`src/rtl/fft_stage_sequencer.sv`:
```
// fft_stage_sequencer: radix-2 DIF butterfly issue sequencer; optional cycle counter under FFT_SEQ_CYCLE_CNT_EN.
// i_SAMPLES_NUMBER = 0 encodes N = 4096, which does not fit in 12 bits.
module fft_stage_sequencer (
  input  logic        i_clk,
  input  logic        i_rst,
  input  logic        i_DATA_LOADED,
  input  logic [11:0] i_SAMPLES_NUMBER,
  input  logic        i_BFLY_READY,
  input  logic        i_BFLY_DONE,
  output logic        o_BFLY_VALID,
  output logic [11:0] o_ADDR_A,
  output logic [11:0] o_ADDR_B,
  output logic [10:0] o_TWIDDLE_IDX,
  output logic [3:0]  o_STAGE,
  output logic        o_BUSY,
  output logic        o_CALC_END,
  output logic        o_ERR,
  output logic [23:0] o_CYCLES
);
  typedef enum logic [1:0] {IDLE, ISSUE, DRAIN, DONE} state_t;
  state_t      state_q, state_d;
  logic [12:0] n_q, n_d, n_in;
  logic [3:0]  l_q, l_d, s_q, s_d, l_in;
  logic [11:0] k_q, k_d, out_q, out_d, a_q, a_d, b_q, b_d, half, hm;
  logic [10:0] tw_q, tw_d;
  logic        valid_q, valid_d, busy_q, busy_d, end_q, end_d, err_q, err_d;
  logic        legal, start, accept, last_k;
  always_comb begin
    n_in = (i_SAMPLES_NUMBER == 12'd0) ? 13'd4096 : {1'b0, i_SAMPLES_NUMBER};
    legal = ~|(n_in & (n_in - 13'd1)) && !n_in[0];
    l_in = 4'd0;
    for (int i = 1; i < 13; i++) if (n_in[i]) l_in = 4'(i);
    start = i_DATA_LOADED && (state_q == IDLE || state_q == DONE);
    accept = valid_q && i_BFLY_READY;
    last_k = k_q == n_q[12:1] - 12'd1;
    // a simultaneous accept and writeback cancel; a writeback with nothing outstanding is dropped
    out_d = (accept && !i_BFLY_DONE) ? out_q + 12'd1 :
            (!accept && i_BFLY_DONE && out_q != 12'd0) ? out_q - 12'd1 : out_q;
    state_d = state_q;
    n_d = n_q;
    l_d = l_q;
    s_d = s_q;
    k_d = k_q;
    end_d = end_q;
    err_d = err_q;
    if (start) begin
      n_d = n_in;
      l_d = l_in;
      s_d = 4'd0;
      k_d = 12'd0;
      end_d = 1'b0;
      err_d = !legal;
      state_d = legal ? ISSUE : IDLE;
    end else if (state_q == ISSUE && accept) begin
      k_d = k_q + 12'd1;
      state_d = last_k ? DRAIN : ISSUE;
    end else if (state_q == DRAIN && out_q == 12'd0) begin
      if (s_q == l_q - 4'd1) begin
        state_d = DONE;
        end_d = 1'b1;
      end else begin
        s_d = s_q + 4'd1;
        k_d = 12'd0;
        state_d = ISSUE;
      end
    end
    half = 12'(n_d >> (s_d + 4'd1));
    hm = half - 12'd1;
    a_d = (state_d == ISSUE) ? ((k_d & ~hm) << 1) | (k_d & hm) : a_q;
    b_d = (state_d == ISSUE) ? ((k_d & ~hm) << 1) | (k_d & hm) | half : b_q;
    tw_d = (state_d == ISSUE) ? 11'((k_d & hm) << s_d) : tw_q;
    valid_d = state_d == ISSUE;
    busy_d = state_d == ISSUE || state_d == DRAIN;
  end
  always_ff @(posedge i_clk or posedge i_rst) begin
    if (i_rst) begin
      state_q <= IDLE;
      n_q <= '0;
      l_q <= '0;
      s_q <= '0;
      k_q <= '0;
      out_q <= '0;
      a_q <= '0;
      b_q <= '0;
      tw_q <= '0;
      valid_q <= 1'b0;
      busy_q <= 1'b0;
      end_q <= 1'b0;
      err_q <= 1'b0;
    end else begin
      state_q <= state_d;
      n_q <= n_d;
      l_q <= l_d;
      s_q <= s_d;
      k_q <= k_d;
      out_q <= out_d;
      a_q <= a_d;
      b_q <= b_d;
      tw_q <= tw_d;
      valid_q <= valid_d;
      busy_q <= busy_d;
      end_q <= end_d;
      err_q <= err_d;
    end
  end
  assign o_BFLY_VALID = valid_q;
  assign o_ADDR_A = a_q;
  assign o_ADDR_B = b_q;
  assign o_TWIDDLE_IDX = tw_q;
  assign o_STAGE = s_q;
  assign o_BUSY = busy_q;
  assign o_CALC_END = end_q;
  assign o_ERR = err_q;
`ifdef FFT_SEQ_CYCLE_CNT_EN
  logic [23:0] cnt_q, cnt_d, cyc_q, cyc_d;
  always_comb begin
    cnt_d = start ? 24'd0 : (busy_q && cnt_q != 24'hFFFFFF) ? cnt_q + 24'd1 : cnt_q;
    cyc_d = (state_d == DONE && state_q != DONE) ? cnt_d : cyc_q;
  end
  always_ff @(posedge i_clk or posedge i_rst) begin
    if (i_rst) begin
      cnt_q <= '0;
      cyc_q <= '0;
    end else begin
      cnt_q <= cnt_d;
      cyc_q <= cyc_d;
    end
  end
  assign o_CYCLES = cyc_q;
`else
  assign o_CYCLES = 24'd0;
`endif
endmodule

```
`config.mk`:
```
export PLATFORM = sky130hd
export DESIGN_NAME = fft_stage_sequencer
export DESIGN_NICKNAME = d
export VERILOG_FILES = /design/src/rtl/fft_stage_sequencer.sv
export SDC_FILE = /design/constraint.sdc
export NUM_CORES = 1
export LEC_CHECK = 0
export BUFFER_PORTS_ARGS = -buffer_cell sky130_fd_sc_hd__buf_2
export CAP_MARGIN = 15
export CORE_MARGIN = 4
export CORE_UTILIZATION = 59
export DETAILED_ROUTE_END_ITERATION = 10
export MAX_ROUTING_LAYER = met4
export PLACE_DENSITY = 0.81
export RECOVER_POWER = 100
export SETUP_SLACK_MARGIN = 0.5
export SYNTH_ARGS = -nofsm -noshare
export SYNTH_HDL_FRONTEND = slang
export SYNTH_SLANG_ARGS = --single-unit
```
`constraint.sdc`:
```
create_clock -name i_clk -period 4.75 [get_ports i_clk]
set_input_delay 0.95 -clock i_clk [delete_from_list [all_inputs] [get_ports i_clk]]
set_output_delay 0.95 -clock i_clk [all_outputs]
set_load 0.02 [all_outputs]
```
==> results.json <==
{
  "switchingPower_mw": 1.13,
  "drv_slew": 89,
  "status": "finished, violations left",
  "die_area_sq_um": 13000,
  "layout.nets": 929,
  "dpl-instance-area_sq_um": 7140,
  "synth_ff_type": "dfrtp_1",
  "finalHoldViolations": 0,
  "place.gp.congestion": 0.991,
  "violations": "capacitance limit, slew limit",
  "min_period_ns": 4.53,
  "ys_seq_area_share_pct": 32.4,
  "ir_drop_mv": 0.357,
  "yosysWarnings": 0,
  "fin_area_sq_um": 8170,
  "syn_to_final_growth_pct": 22.9,
  "rsz0062_at_grt": "yes",
  "mostFrequentLayoutCells": "95 x nor2_1, 84 x dfrtp_1, 77 x nand2_1",
  "layout_setup_ws_ns": 0.223,
  "cts_sinks": 86,
  "p_seq_share_pct": 38.4,
  "synthMuxAreaShare_pct": 4.50,
  "avgSynthCellArea_sq_um": 8.51,
  "cap_violations": 2,
  "die_h_um": 114,
  "path_clk_slew_ns": 0.07,
  "vias_per_cell": 6.34,
  "synthAdderAreaFrac_pct": 3.99,
  "num_rows": 38,
  "rr_startpoint": "o_STAGE[2]",
  "grt_start_max_net_pins": 56,
  "synthCells": 781,
  "fin_crit_sh_pct": 95.3,
  "num_vias": 6578,
  "start_util_pct": 60.8,
  "fillers": 808,
  "endpoint_kind": "flip-flop",
  "drive_above_1_share_pct": 24.5,
  "synth.distinct_cells": 101,
  "wire_per_inst_um": 20.4,
  "drt_iter0_drc": 802,
  "synth-edff-count": 0,
  "synth-async-reset-ratio_pct": 100,
  "track_usage_pct": 32.7,
  "wl_um": 21200,
  "grt_overflow_total": 0,
  "dp_hpwl_um": 14500,
  "crit_arrival_ns": 4.76,
  "critPathLaunch": "o_STAGE[2]",
  "internal-power_mw": 1.69,
  "ys_seq_elements": 86,
  "io_pins": 84,
  "core_area_sq_um": 10900,
  "die_w_um": 114,
  "cts_tree": "yes",
  "syn_area_sq_um": 6650,
  "worstPathMaxFanout": 5,
  "hp-start": "o_ADDR_A[9]",
  "antenna_cells": 0,
  "setup_tns_ns": 0,
  "clockRootBuffer": "clkbuf_16",
  "clkPwrFrac_pct": 23.5,
  "synth_top_family_by_area": "simple AND/OR/NAND/NOR gates",
  "antenna_left": 0,
  "cts_hold_buf": 0,
  "clock_path_buffers": 2,
  "cts_max_level": 3,
  "port_buffers": 59,
  "numCtsBuffers": 9,
  "drc": 0,
  "dr.pass1.iters": 6,
  "hp-class": "reg -> reg",
  "grt_pass1_wl_um": 32400,
  "p_leak_nw": 3.50,
  "yosys.area_share.simple_pct": 22.0,
  "final_common_cell": "nor2_1",
  "worst_ep_required_time_ns": 4.99,
  "p_per_area_nw_per_um2": 344,
  "synth_xor_area_share_pct": 7.87,
  "pre_cts_ws_ns": 0.0335,
  "clk_latency_ns": 0.35,
  "grt_pass1_vias": 6213,
  "setup_violations": 0,
  "clock_skew_ns": 0.00881,
  "netSwitchingFraction_pct": 40.0,
  "max_freq_ghz": 0.221,
  "combinationalPowerShare_pct": 38.0,
  "max_slew_margin_pct": -65.7,
  "synth_compound_area_share_pct": 21.6,
  "criticalPathCategory": "reg -> reg",
  "worstMarginPinSlew_ns": 2.47,
  "worst_setup_path_start_kind": "flip-flop",
  "antenna_found_initial": 0
}
-- layer usage --
| layer | up-vias | track usage (%) | routed length, um |
|---|---|---|---|
| li1 | 2977 | - | - |
| met1 | 3171 | 43.0 | 8690 |
| met2 | 369 | 49.8 | 9980 |
| met3 | 61 | 5.81 | 1710 |
| met4 | 0 | 14.0 | 769 |
| met5 | - | - | 0 |
-- power by group through the flow --
stage	clock [mW]	sequential, mW	combinational (mW)
after CTS	0.667	1.07	1.02
after floorplan	0	1.17	0.593
after global placement	0	1.05	0.949
after detailed placement	0	1.06	0.984
after global routing	0.710	1.10	1.17
final	0.662	1.08	1.07
-- per-stage QoR --
step / hold WS [ns] / util (%) / power (mW) / instances
after CTS: 0.485 / 70.8 / 2.76 / 1007
final: 0.484 / 74.7 / 2.81 / 1037
after detailed placement: 0.471 / 65.3 / 2.05 / 973
after floorplan: 0.446 / - / 1.77 / 804
after global placement: 0.457 / 65.3 / 2.00 / 973
after global routing: 0.490 / 74.7 / 2.98 / 1037
-- final cells by class --
type,instances,area [sq um],share of cell area [%]
clock buffer,10,229,2.80
clock inverter,5,37.5,0.459
inverter,38,154,1.88
multi-input combinational,616,4510,55.2
sequential,86,2150,26.4
tap,140,175,2.14
timing repair buffer,142,912,11.2
-- critical path: stages, from the launching register on --
cell       delay (ns)
dfrtp_1          0.46
xnor3_1          0.39
and3_1           0.33
a211o_1          0.37
a31oi_4          0.26
buf_4            0.17
nor3_4           0.04
buf_2            0.17
buf_4            0.15
o2111ai_2        0.20
o221a_2          0.26
nor4b_4          0.30
nand4_1          0.24
buf_4            0.21
xor2_2           0.19
a211oi_2         0.30
a211oi_2         0.07
o32a_1           0.29
-- cell usage after synthesis, types with 19 or more instances --
master / count / area, sq um
nor2_1: 98 / 368
mux2i_1: 19 / 190
nor3_1: 19 / 95.1
a21oi_1: 39 / 195
inv_1: 33 / 124
nand2_1: 77 / 289
buf_4: 26 / 195
nand3_1: 21 / 105
o21ai_0: 48 / 240
clkbuf_1: 28 / 105
xnor2_1: 28 / 245
dfrtp_1: 86 / 2150
-- registers in the layout, indices dropped and copies added (netlist names) --
signal / flops
k_q: 12
l_q: 4
n_q: 13
o_ADDR_A: 12
o_ADDR_B: 12
o_BFLY_VALID: 1
o_BUSY: 1
o_CALC_END: 1
o_ERR: 1
o_STAGE: 4
o_TWIDDLE_IDX: 11
out_q: 12
state_q: 2
-- logic make-up (layout without fill, tap and decap cells) --
group	count (synthesis)	after routing
simple gates	293	293
compound gates	197	197
buf+inv	102	195
flops	86	86
xor+xnor	53	53
mux	28	28
fa+ha+maj	21	21
other cells	1	24
-- path summary, 6_finish.rpt --
| kind | endpoint | slack [ns] | depth (start not counted) |
|---|---|---|---|
| worst max-delay path | o_TWIDDLE_IDX[9] | 0.22 | 17 |
| worst min-delay path | o_ADDR_A[9] | 0.48 | 1 |
| max in group asynchronous | k_q[11] | 1.13 | 3 |
| worst min register to register | o_ADDR_A[9] | 0.48 | 1 |
| min in group asynchronous | o_TWIDDLE_IDX[2] | 1.27 | 2 |
| worst max register to register | o_TWIDDLE_IDX[9] | 0.22 | 17 |
-- timing repair --
item                                   4_1_cts  5_1_grt
setup buffers                               19       29
gates resized for setup                     35       62
setup endpoints to repair                   23       23
pin swaps                                   14       32
endpoints found under the hold margin        0        0
Power figures use the tool's default switching activity.
